==> src/rtl/decrypt_session_ctrl.sv <==
// decrypt_session_ctrl: sequences one decrypt session through the processor wrapper --
// byte-stream load, RAM write burst, program execution under a timeout, plaintext read-back.
module decrypt_session_ctrl #(
    parameter int          BUF_LEN        = 108,
    parameter logic [11:0] RESULT_BASE    = 12'd1700,
    parameter int          RESULT_LEN     = 108,
    parameter int          TIMEOUT_CYCLES = 1000000
) (
    input  logic        clock,
    input  logic        reset,
    input  logic        start,
    input  logic [1:0]  mode,
    input  logic [4:0]  shift_in,
    input  logic [7:0]  rx_data,
    input  logic        rx_valid,
    output logic        rx_ready,
    output logic [1:0]  cpu_en,
    output logic [7:0]  char_buffer_data,
    output logic [4:0]  shift_amt_data,
    output logic [1:0]  program_sel,
    output logic [11:0] read_addr,
    input  logic [31:0] read_data,
    input  logic        done_flag,
    output logic [7:0]  tx_data,
    output logic        tx_valid,
    input  logic        tx_ready,
    output logic        busy,
    output logic        error
);

    localparam logic [1:0] CPU_IDLE  = 2'b00;
    localparam logic [1:0] CPU_WRITE = 2'b01;
    localparam logic [1:0] CPU_EXEC  = 2'b10;
    localparam logic [1:0] MODE_EN   = 2'b01;
    localparam logic [1:0] MODE_BF   = 2'b10;

    localparam logic [6:0]  BUF_LAST = 7'(BUF_LEN - 1);
    localparam logic [6:0]  RES_LAST = 7'(RESULT_LEN - 1);
    localparam logic [19:0] TO_LAST  = 20'(TIMEOUT_CYCLES - 1);

    typedef enum logic [3:0] {
        S_IDLE,
        S_LOAD,
        S_SHIFT,
        S_WRITE,
        S_EXEC,
        S_RD_ADDR,
        S_RD_CAPT,
        S_RD_HOLD,
        S_DONE
    } state_t;

    state_t      state, next_state;
    logic [1:0]  mode_q;
    logic [4:0]  shift_q;
    logic [6:0]  ld_idx, wr_idx, rd_idx;
    logic [19:0] to_cnt;
    logic [7:0]  buf_mem [BUF_LEN];

    logic start_ok;
    logic rx_fire;
    logic timeout_hit;
    logic unused_read_bits;

    assign start_ok         = start && (mode == MODE_EN || mode == MODE_BF);
    assign rx_fire          = rx_valid && rx_ready;
    assign timeout_hit      = (to_cnt == TO_LAST);
    assign program_sel      = mode_q;
    assign unused_read_bits = ^read_data[31:8];

    // NOTE: every clocked process assigns with <= so all registers see pre-edge values.
    always_ff @(posedge clock) begin
        if (reset) state <= S_IDLE;
        else       state <= next_state;
    end

    always_comb begin
        next_state = state;
        case (state)
            S_IDLE:    if (start_ok) next_state = S_LOAD;
            S_LOAD: begin
                if (rx_fire && ld_idx == BUF_LAST)
                    next_state = (mode_q == MODE_EN) ? S_SHIFT : S_WRITE;
            end
            S_SHIFT:   next_state = S_WRITE;
            S_WRITE:   if (wr_idx == BUF_LAST) next_state = S_EXEC;
            S_EXEC: begin
                // Completion beats a coincident timeout.
                if (done_flag)        next_state = S_RD_ADDR;
                else if (timeout_hit) next_state = S_DONE;
            end
            S_RD_ADDR: next_state = S_RD_CAPT;
            S_RD_CAPT: next_state = S_RD_HOLD;
            S_RD_HOLD: begin
                if (tx_ready)
                    next_state = (rd_idx == RES_LAST) ? S_DONE : S_RD_ADDR;
            end
            S_DONE:    next_state = S_DONE;
            default:   next_state = S_IDLE;
        endcase
    end

    // NOTE: all outputs get a default before the case so no path leaves one unassigned.
    always_comb begin
        rx_ready         = 1'b0;
        cpu_en           = CPU_IDLE;
        shift_amt_data   = '0;
        char_buffer_data = '0;
        read_addr        = '0;
        busy             = 1'b1;
        case (state)
            S_IDLE, S_DONE: busy = 1'b0;
            S_LOAD:         rx_ready = 1'b1;
            // A nonzero shift overrides CPU register writes, so it is driven for this cycle only.
            S_SHIFT:        shift_amt_data = shift_q;
            S_WRITE: begin
                cpu_en           = CPU_WRITE;
                char_buffer_data = buf_mem[wr_idx];
            end
            S_EXEC:         cpu_en = CPU_EXEC;
            S_RD_ADDR:      read_addr = RESULT_BASE + {5'd0, rd_idx};
            default:        ;
        endcase
    end

    always_ff @(posedge clock) begin
        if (reset) begin
            mode_q   <= '0;
            shift_q  <= '0;
            error    <= 1'b0;
            ld_idx   <= '0;
            wr_idx   <= '0;
            rd_idx   <= '0;
            to_cnt   <= '0;
            tx_data  <= '0;
            tx_valid <= 1'b0;
        end else begin
            case (state)
                S_IDLE: begin
                    if (start_ok) begin
                        mode_q  <= mode;
                        shift_q <= shift_in;
                        error   <= 1'b0;
                        ld_idx  <= '0;
                        wr_idx  <= '0;
                        rd_idx  <= '0;
                        to_cnt  <= '0;
                    end
                end
                S_LOAD:  if (rx_fire) ld_idx <= ld_idx + 7'd1;
                S_WRITE: wr_idx <= wr_idx + 7'd1;
                S_EXEC: begin
                    to_cnt <= to_cnt + 20'd1;
                    if (timeout_hit && !done_flag) error <= 1'b1;
                end
                S_RD_CAPT: begin
                    tx_data  <= read_data[7:0];
                    tx_valid <= 1'b1;
                end
                S_RD_HOLD: begin
                    if (tx_ready) begin
                        tx_valid <= 1'b0;
                        rd_idx   <= rd_idx + 7'd1;
                    end
                end
                default: ;
            endcase
        end
    end

    // NOTE: the byte buffer has no reset; LOAD rewrites every entry before WRITE reads it.
    always_ff @(posedge clock) begin
        if (state == S_LOAD && rx_fire) buf_mem[ld_idx] <= rx_data;
    end

endmodule

==> config.mk <==
export PLATFORM = sky130hd
export DESIGN_NAME = decrypt_session_ctrl
export DESIGN_NICKNAME = d
export VERILOG_FILES = /design/src/rtl/decrypt_session_ctrl.sv
export SDC_FILE = /design/constraint.sdc
export NUM_CORES = 1
export LEC_CHECK = 0
export CAP_MARGIN = 10
export CORE_MARGIN = 2
export CORE_UTILIZATION = 30
export CTS_BUF_LIST = sky130_fd_sc_hd__clkbuf_4 sky130_fd_sc_hd__clkbuf_8
export DETAILED_ROUTE_END_ITERATION = 12
export GPL_ROUTABILITY_DRIVEN = 0
export PLACE_DENSITY_LB_ADDON = 0.12
export SLEW_MARGIN = 25
export SYNTH_ARGS = -nofsm -noshare
export SYNTH_HDL_FRONTEND = slang
export SYNTH_SLANG_ARGS = --single-unit
==> constraint.sdc <==
create_clock -name clock -period 3 [get_ports clock]
set_input_delay 0.9 -clock clock [delete_from_list [all_inputs] [get_ports clock]]
set_output_delay 0.9 -clock clock [all_outputs]
set_load 0.05 [all_outputs]
==> results by group, run 1 <==
Critical path
  • CP Capture Point: char_buffer_data[0]
  • Crit path kind: reg -> out
  • Worst EP required: 2.10 ns
  • WP data arrival: approximately 3.4 ns
  • R2R Path Start: state[3]
  • Startpoint types: register
  • Flop2flop setup slack: 0.50 ns
  • Worst r2r dst: buf_mem[55][3]
  • FF-to-FF path depth: 9
  • CP max FO: 6
  • Crit end category: primary output

STA
  • Final Skew: 0.0291 ns
  • Unrepaired setup endpoints after global routing: yes
  • Fin. Hold Viols: 0
  • Pin slew with the least headroom to its limit: 0.924 ns
  • Final setup viols: 9
  • F_max: 231 MHz
  • Post-route setup slack: -1.33 ns
  • Crit share post-route: 1.44
  • WHS: 0.448 ns
  • Setup TNS: -10.06 ns
  • Worst slew margin relative to its limit: 0.381
  • Slew Viols, Final: 0
  • Final min period: 4.33 ns

Global route
  • Tot GR Track Use: 0.166
  • First-pass GRT wire length: 151000 microns
  • Vias in the first global route: 21533
  • Largest net degree at the start of global routing: 86
  • Gr ovfl total: 0
  • Initial antenna violation count: 2

Yosys
  • Commonest cells post-synth: edfxtp_1, mux4_2, nor2_1
  • Distinct cells, synth: between 60 and 70
  • Register area share after synthesis: 0.743
  • Synthesized cell area: 36800 sq um
  • Cell count after synthesis: around 2000
  • EDFF count, synth: 864
  • Leading area contributor after synthesis: edfxtp_1
  • Top-count cell post-synth: edfxtp_1
  • Synth area leaders: edfxtp_1, mux4_2, dfxtp_1
  • Syn nets: 2035
  • YS warnings: 0
  • Syn Area/Cell: 18.6 sq um
  • Post-synthesis register bit count: 933
  • Async SR Flop Fraction: 0
  • Main synth FF type: edfxtp_1
  • Yosys top cell area share: 0.706

Hold path
  • Min-Delay Path Class: in -> reg
  • Worst hold start: rx_data[7]

Route
  • DRC errors left: 0
  • M1 WL: 46200 microns
  • Routed WL: 103000 microns
  • Vias: about 20000
  • Vias per inst: 4.83
  • Met3 wire length: 5210 microns
  • Initial DRC Count: 1610
  • Antenna Violating Nets Remaining: 0
  • Met2 wire len: 49100 microns
  • WL/cell: around 25 microns
  • Top Metal Used: met5
  • Pre-antenna DRT Iters: 5

Clock network
  • Post-CTS Hold Buffers: 0
  • # H-tree levels: 4
  • Worst-path clk slew: roughly 0.06 ns
  • Total CTS buffers: 163
  • TritonCTS clock tree: built
  • Root Driver: clkbuf_8
  • Clk sinks: 933
  • Worst-skew pair later-pin latency: slightly above 0.8 ns
  • Deepest clock path buffer count: 3

Status
  • Failing checks: setup timing
  • Status: finished with violations

Pwr
  • Max VDD drop: 0.000379 V
  • Pwr dens: 605 nW/um^2
  • Leak: 15.1 nW

Floorplanning
  • Total core area: between 100000 and 150000 sq um
  • Width of the die: 354 microns
  • Initial Util: 0.302
  • Die Y: 354 microns
  • # IOs: 94
  • Die area: 125000 sq um
  • Row Count: between 100 and 150

Placement
  • Detail Placement HPWL: around 65000 microns
  • IO Port Bufs: between 60 and 70

Layout
  • Area grow syn2layout: 27.9%
  • Share of cells above drive strength 1: 0.386
  • Nets: 2508

Flow run
  • Max_cap viols: 0
## cells by family (layout without fill, tap and decap cells)
group	after synthesis	after routing	synth area share
flip-flops	933	933	0.743
buffers and inverters	120	725	0.0170
adder cells (fa/ha/maj)	6	6	0.00204
XOR/XNOR	16	16	0.00381
multiplexers	256	256	0.138
other	1	3	0.000102
AND/OR/NAND/NOR	424	424	0.0536
AO/OA/AOI/OAI	220	220	0.0418
## power by group
part,total (mW),switching (mW),internal [mW]
Combinational,2.38,1.25,1.12
Clock,11.8,5.34,6.46
Sequential,14.3,0.0305,14.3
## per-stage QoR
| step | power (mW) | util | area (sq um) | instances | setup slack (ns) |
|---|---|---|---|---|---|
| after floorplan | 15.6 | - | 36800 | 1976 | -0.00611 |
| after global placement | 16.5 | 0.345 | 42000 | 3853 | -0.721 |
| after detailed placement | 16.5 | 0.345 | 42000 | 3853 | -0.722 |
| after CTS | 28.9 | 0.386 | 46900 | 4204 | -1.41 |
| after global routing | 29.6 | 0.386 | 47000 | 4208 | -1.45 |
| final | 28.5 | 0.386 | 47000 | 4208 | -1.33 |
## cell usage in the layout, fill, tap and decap left out, drive strengths merged, types with 4 or more instances in the layout
cell type	count
a22oi	53
a221oi	8
a32oi	7
nor2	189
nand4	14
buf	388
nor2b	25
dlygate4sd2	4
o22ai	11
nand2b	7
nor3	5
mux4	200
a22o	8
o221ai	6
a211oi	19
inv	15
clkinv	56
nand3	26
and2	11
clkdlybuf4s50	27
a2111oi	10
a31oi	11
bufinv	6
ha	6
clkbuf	223
and3	13
xor2	13
nand2	93
dfxtp	69
nand3b	13
a211o	7
a21oi	51
edfxtp	864
o21ai	19
or3	7
mux2	19
mux2i	37
## worst max-delay path: stages (launching register included)
cell     delay (ns)
dfxtp_4        0.37
buf_12         0.13
buf_12         0.13
buf_16         0.14
mux4_2         0.54
mux2_4         0.30
mux2i_2        0.18
buf_4          0.17
a32oi_2        0.06
a211o_4        0.40
buf_12         0.16
## registers in the layout (all words and copies together) (netlist names), named ones only
name         count
tx_valid         1
shift_q          5
error            1
to_cnt          20
ld_idx           7
program_sel      2
tx_data          8
rd_idx           7
state            4
buf_mem        864
wr_idx           7
## worst min path at each step
stage | endpoint | cells past startpoint
global route | buf_mem[8][7] | 1
detailed placement | shift_q[2] | 2
finish | buf_mem[8][7] | 1
CTS | buf_mem[12][7] | 1
global placement | shift_q[2] | 2
floorplan | shift_q[0] | 2
## timing repair
action | 4_1_cts | 5_1_grt
gates cloned | 10 | 0
setup buffers | 47 | 4
setup endpoints to repair | 30 | 25
gates resized for setup | 198 | 20
pin swaps | 31 | 13
hold endpoints to repair | 0 | 0
## per-layer routing
layer	global-route usage	up-vias
li1	-	9002
met1	0.224	10572
met2	0.267	537
met3	0.0356	194
met4	0.0542	2
met5	0	-
## area by class of cell
type,count,area (sq um)
well taps,1625,2030
fillers,11273,74700
flip-flops and latches,933,27300
repair buffers,422,4700
clock buffers,223,2730
inverters,6,32.5
clock inverters,74,546
diodes,2,5.00
multi-input cells,923,9630
(Power assumes the default switching activity.)
==> inputs of run 2 (changes only) <==
--- a/config.mk
+++ b/config.mk
@@ -8,11 +8,9 @@
 export CAP_MARGIN = 10
 export CORE_MARGIN = 2
 export CORE_UTILIZATION = 30
-export CTS_BUF_LIST = sky130_fd_sc_hd__clkbuf_4 sky130_fd_sc_hd__clkbuf_8
 export DETAILED_ROUTE_END_ITERATION = 12
 export GPL_ROUTABILITY_DRIVEN = 0
 export PLACE_DENSITY_LB_ADDON = 0.12
-export SLEW_MARGIN = 25
 export SYNTH_ARGS = -nofsm -noshare
 export SYNTH_HDL_FRONTEND = slang
 export SYNTH_SLANG_ARGS = --single-unit
==> results by group, run 2 (same netlist as run 1, synthesis figures left out) <==
Pwr
  • Pwr dens: 613 nW/um^2 (was 605 nW/um^2)
  • Leak: 14.7 nW (was 15.1 nW)
  • Clock share of power: 0.422 (was 0.415)
  • Combinational power share: 0.076 (was 0.084)
  • Flop pwr share: 0.502 (about the same)
  • Max VDD drop: 0.000425 V (was 0.000379 V)
  • Net Switching: 6.35 mW (was 6.63 mW)
  • Sw frac: 0.223 (was 0.233)
  • Cell Int Power: 22.1 mW (was 21.8 mW)

Layout
  • Biggest regs: buf_mem x864, to_cnt x20, tx_data x8 (unchanged)
  • Max reg flops: 864 (unchanged)
  • Commonest non-fill, non-tap cell in the layout: edfxtp_1 (unchanged)
  • Nets: 2428 (was 2508)
  • Commonest non-fill, non-tap cells in the layout: edfxtp_1, buf_4, mux4_2, nor2_1, clkbuf_16 (was edfxtp_1, buf_4, mux4_2, nor2_1, clkbuf_8)
  • Largest register by flop count: buf_mem (unchanged)
  • Area grow syn2layout: 26.3% (was 27.9%)
  • Share of cells above drive strength 1: 0.333 (was 0.386)
  • Final core utilization: 0.381 (was 0.386)

STA
  • Post-route setup slack: -1.18 ns (was -1.33 ns)
  • WHS: 0.453 ns (was 0.448 ns)
  • Final min period: 4.18 ns (was 4.33 ns)
  • Unrepaired setup endpoints after global routing: yes (unchanged)
  • Worst slew margin relative to its limit: 0.419 (was 0.381)
  • Final Skew: 0.0194 ns (was 0.0291 ns)
  • F_max: 239 MHz (was 231 MHz)
  • Setup TNS: -9.00 ns (was -10.06 ns)
  • Fin. Hold Viols: 0 (unchanged)
  • Crit share post-route: 1.39 (was 1.44)
  • Pin slew with the least headroom to its limit: 0.869 ns (was 0.924 ns)
  • Slew Viols, Final: 0 (unchanged)
  • Final setup viols: 8 (was 9)

Clock network
  • Worst-skew pair later-pin latency: 0.68 ns (was 0.82 ns)
  • Deepest clock path buffer count: 3 (unchanged)
  • Post-CTS Hold Buffers: 0 (unchanged)
  • Clk sinks: 933 (unchanged)
  • Total CTS buffers: 105 (was 163)
  • # H-tree levels: 3 (was 4)
  • Worst-path clk slew: 0.06 ns (about the same)
  • TritonCTS clock tree: built (unchanged)
  • Root Driver: clkbuf_16 (was clkbuf_8)

Critical path
  • Worst EP required: 2.10 ns (about the same)
  • CP max FO: 6 (unchanged)
  • R2R Path Start: state[3] (unchanged)
  • WP data arrival: 3.28 ns (was 3.43 ns)
  • Crit path kind: reg -> out (unchanged)
  • Startpoint types: register (unchanged)
  • CP Capture Point: char_buffer_data[0] (unchanged)
  • FF-to-FF path depth: 8 (was 9)
  • Worst r2r dst: buf_mem[55][0] (was buf_mem[55][3])
  • Flop2flop setup slack: 0.51 ns (was 0.50 ns)
  • Crit end category: primary output (unchanged)

Route
  • Vias per inst: 4.88 (was 4.83)
  • WL/cell: 25.0 microns (was 24.6 microns)
  • Pre-antenna DRT Iters: 8 (was 5)
  • Vias: 19874 (was 20307)
  • Initial DRC Count: 1539 (was 1610)
  • Routed WL: 102000 microns (was 103000 microns)
  • DRC errors left: 0 (unchanged)
  • Antenna Violating Nets Remaining: 0 (unchanged)

Floorplanning
  • Total core area: 122000 sq um (unchanged)
  • Die Y: 354 microns (unchanged)
  • # IOs: 94 (unchanged)
  • Width of the die: 354 microns (unchanged)
  • Die area: 125000 sq um (unchanged)
  • Initial Util: 0.302 (unchanged)
  • Row Count: 128 (unchanged)

Global route
  • Tot GR Track Use: 0.162 (was 0.166)
  • Vias in the first global route: 20779 (was 21533)
  • Gr ovfl total: 0 (unchanged)
  • Largest net degree at the start of global routing: 86 (unchanged)
  • First-pass GRT wire length: 148000 microns (was 151000 microns)
  • Initial antenna violation count: 2 (unchanged)

Flow run
  • Max_cap viols: 0 (unchanged)

Placement
  • Detail Placement HPWL: 65000 microns (unchanged)
  • IO Port Bufs: 68 (unchanged)

Status
  • Status: finished with violations (unchanged)
  • Failing checks: setup timing (unchanged)

Hold path
  • Min-Delay Path Class: reg -> reg (was in -> reg)
## run 2: changes by cell type in the layout (fill, tap and decap cells not counted), moves of 7 or more
cell / change
clkbuf_8: -168
clkbuf_1: +32
inv_8: -7
clkinv_1: -13
buf_12: -8
clkbuf_16: +108
clkinv_2: -9
clkbuf_4: -54
buf_4: -9
## run 2: cell type report
class                   count  area [sq um]
clock buffers             140          2810
fillers                 11269         75300
clock inverters            44           358
multi-input cells         923          9440
inverters                   6          27.5
well taps                1625          2030
repair buffers            400          4410
flip-flops and latches    933         27300
diodes                      1          2.50
## run 2: per-layer routing
layer / up-vias / GRT usage / wire, microns / part of all wire
li1: 8821 / - / - / -
met1: 10472 / 0.226 / 46000 / 0.45
met2: 436 / 0.265 / 48800 / 0.48
met3: 143 / 0.0264 / 4640 / 0.046
met4: 2 / 0.0432 / 2220 / 0.022
met5: - / 0 / 11 / 0.00011
## run 2: critical path, stage by stage, from the launching register on
cell     delay, ns
dfxtp_4       0.37
buf_12        0.13
buf_12        0.13
buf_16        0.14
mux4_2        0.54
mux2_4        0.30
mux2i_2       0.17
buf_4         0.16
a32oi_2       0.06
a211o_4       0.40
buf_12        0.16
## run 2: metrics by stage
stage | setup WS (ns) | instance area (sq um) | total power [mW] | instances
final | -1.18 | 46400 | 28.5 | 4072
after global routing | -1.26 | 46400 | 29.5 | 4071
after CTS | -1.22 | 46200 | 28.8 | 4065
after detailed placement | -0.722 | 42000 | 16.5 | 3853
after global placement | -0.721 | 42000 | 16.5 | 3853
after floorplan | -0.00611 | 36800 | 15.6 | 1976
## run 2: worst min-delay path by stage
stage	from	endpoint	slack [ns]	cells after the start
2_1_floorplan	shift_q[0]	shift_q[0]	0.43	2
3_3_place_gp	shift_q[2]	shift_q[2]	0.44	2
3_5_place_dp	shift_q[2]	shift_q[2]	0.45	2
4_1_cts	shift_q[2]	shift_q[2]	0.45	2
5_1_grt	tx_data[4]	tx_data[4]	0.48	2
6_report	tx_data[4]	tx_data[4]	0.45	2
## run 2: power groups by stage
| stage | clock [mW] | sequential [mW] | combinational [mW] |
|---|---|---|---|
| 2_1_floorplan | 0 | 14.6 | 1.03 |
| 3_3_place_gp | 0 | 14.6 | 1.91 |
| 3_5_place_dp | 0 | 14.6 | 1.93 |
| 4_1_cts | 12.4 | 14.3 | 2.17 |
| 5_1_grt | 12.9 | 14.3 | 2.33 |
| 6_report | 12.0 | 14.3 | 2.17 |
## run 2: timing repair
action / 4_1_cts / 5_1_grt
buffers inserted: 21 / 7
resized for setup: 127 / 23
gates cloned: 8 / 1
setup endpoints to repair: 24 / 15
pin swaps: 22 / 10
==> patch (config.mk and constraints of run 2) <==
Encoding of `state_t`: now Gray code (4 bits for 9 states).
--- a/src/rtl/decrypt_session_ctrl.sv
+++ b/src/rtl/decrypt_session_ctrl.sv
@@ -41,11 +41,11 @@
     typedef enum logic [3:0] {
-        S_IDLE,
-        S_LOAD,
-        S_SHIFT,
-        S_WRITE,
-        S_EXEC,
-        S_RD_ADDR,
-        S_RD_CAPT,
-        S_RD_HOLD,
-        S_DONE
+        S_IDLE    = 4'b0000,
+        S_LOAD    = 4'b0001,
+        S_SHIFT   = 4'b0011,
+        S_WRITE   = 4'b0010,
+        S_EXEC    = 4'b0110,
+        S_RD_ADDR = 4'b0111,
+        S_RD_CAPT = 4'b0101,
+        S_RD_HOLD = 4'b0100,
+        S_DONE    = 4'b1100
     } state_t;
Check against the original RTL: same outputs for any inputs over 4 cycles, from zero or initial values and one cycle with reset high; so few cycles prove little.
==> patch against run 2 <==
- worst setup slack gained 0.22 ns
- critical endpoint is now char_buffer_data[1]
- die area hardly changed
- final cell count is 2.0% higher
- via count up 2.1%
- area after synthesis about the same
- the run still ends with negative setup slack left
- wire length up 2.3%
- design area up 0.87%
- sequential cell count did not move
Power is not compared: it rests on default switching activity, and its combinational part moved more than twofold at a synthesized area within 25%.
==> patch: results (changes against run 2) <==
| Metric | Value |
|---|---|
| Status | finished with violations |
| Failing checks | negative setup slack |
| Post-Syn Nets | 2067 (+1.6%) |
| Synthesized-area fraction occupied by xor and xnor cells | 0.428% (+0.047 points) |
| Vias | 20300 (+2.1%) |
| Wire length of the first global-routing pass | 152 mm (+2.5%) |
| Detailed Place HPWL | 66.7 mm (+2.6%) |
| Overall routing resource usage | 16.6% (+0.34 points) |
| Instance count of the mapped netlist | 2008 (+1.6%) |
| Smallest setup slack after layout | -0.959 ns (+0.218 ns) |
| Antenna fix cells | 0 (-1) |
| Crit path arrival time | 3.06 ns (-0.22 ns) |
| Final Util | 38.5% (+0.33 points) |
| Hold/Removal Path Class | flip-flop to flip-flop |
| # nets final | 2496 (+2.8%) |
| Antenna violations before repair | 0 (-2) |
| Netlist cell types | 60 (-6.3%) |
| Synth area leaders | sky130_fd_sc_hd__edfxtp_1, sky130_fd_sc_hd__mux4_2, sky130_fd_sc_hd__dfxtp_1 |
| Flop-to-flop setup slack | 0.38 ns (-0.13 ns) |
| Fill cell instance count of the final layout | 11200 (-0.30%) |
| Total detailed-routing wirelength | 104 mm (+2.3%) |
| Final Setup Violations | 8 (unchanged) |
| Pin count of the biggest net entering global routing | 109 (+27%) |
| Dpl cells | 3911 (+1.5%) |
| Max FO, Critical Path | 8 (+2) |
| Multiplexer share of the synthesized area | 14.6% (+0.74 points) |
| Maximum clock skew at final layout | 0.0296 ns (+0.0102 ns) |
| Layout cells sized above 1 | 33.9% (+0.55 points) |
| Adder and majority gate portion of the synthesized area | 0.204% (about the same) |
| Sum of negative setup slack | -7.40 ns (+1.60 ns) |
| Number of synthesized flops with an enable pin | 864 (unchanged) |
| WL/cell | 25.0 um (+0.34%) |
| Post-synth top cells | sky130_fd_sc_hd__edfxtp_1, sky130_fd_sc_hd__nor2_1, sky130_fd_sc_hd__mux4_2 |
| Compound-gate portion of the synthesized area | 3.26% (-0.93 points) |
| Share of the yosys chip area belonging to registers | 74.3% (about the same) |
| Total placed instance area | 0.0423 sq mm (+0.63%) |
[patch: critical path: stages, from the launching register on]
cell                        delay (ns)
sky130_fd_sc_hd__dfxtp_4          0.35
sky130_fd_sc_hd__buf_12           0.15
sky130_fd_sc_hd__buf_12           0.15
sky130_fd_sc_hd__mux4_2           0.52
sky130_fd_sc_hd__mux2i_1          0.16
sky130_fd_sc_hd__buf_4            0.15
sky130_fd_sc_hd__a21oi_1          0.06
sky130_fd_sc_hd__o211ai_1         0.39
sky130_fd_sc_hd__a2111oi_4        0.14
sky130_fd_sc_hd__buf_6            0.16
sky130_fd_sc_hd__buf_12           0.14
[patch: kinds of logic after synthesis]
group | count (synthesis)
AOI/OAI and AO/OA | 171
and+or+nand+nor | 463
xor gates and xnor gates | 18
DFF | 933
other | 1
muxes | 290
adders and majority gates | 6
buffers and inverters | 126
[patch: worst paths after layout]
path | from | to | cells past startpoint
setup / recovery | flip-flop | char_buffer_data[1] | 10
hold / removal | error | error | 2
setup reg to reg | state[3] | buf_mem[38][2] | 10
hold reg to reg | error | error | 2
[patch: metrics by stage]
step                hold WS, ns  total power (W)
finish                    0.460           0.0332
global route              0.490           0.0345
CTS                       0.463           0.0335
detailed placement        0.454           0.0202
global placement          0.449           0.0201
floorplan                 0.452           0.0177
[patch: layer usage]
layer	up-vias	share of wire [%]	global-route usage (%)
li1	8982	-	-
met1	10700	44	22.4
met2	450	49	27.8
met3	133	4.3	2.74
met4	0	2.0	4.31
met5	-	0	0
[patch: what timing repair did]
action	CTS	global route
endpoints found under the setup margin	27	19
buffers inserted	25	12
gates cloned	5	2
gates resized for setup	99	53
pin swaps	28	28
[patch: power by group through the flow]
stage	registers [W]	logic [W]	clock network, W
2_1_floorplan	0.0146	0.00308	0
3_3_place_gp	0.0147	0.00545	0
3_5_place_dp	0.0147	0.00548	0
4_1_cts	0.0143	0.00628	0.0128
5_1_grt	0.0144	0.00682	0.0133
6_report	0.0144	0.00640	0.0124
[patch: area by class of cell]
type | count | share of cell area (%)
inverters | 12 | 0.112
clock inverters | 57 | 1.11
multi-input cells | 950 | 20.3
flip-flops and latches | 933 | 58.4
clock buffers | 140 | 6.03
well taps | 1625 | 4.34
repair buffers | 435 | 9.69
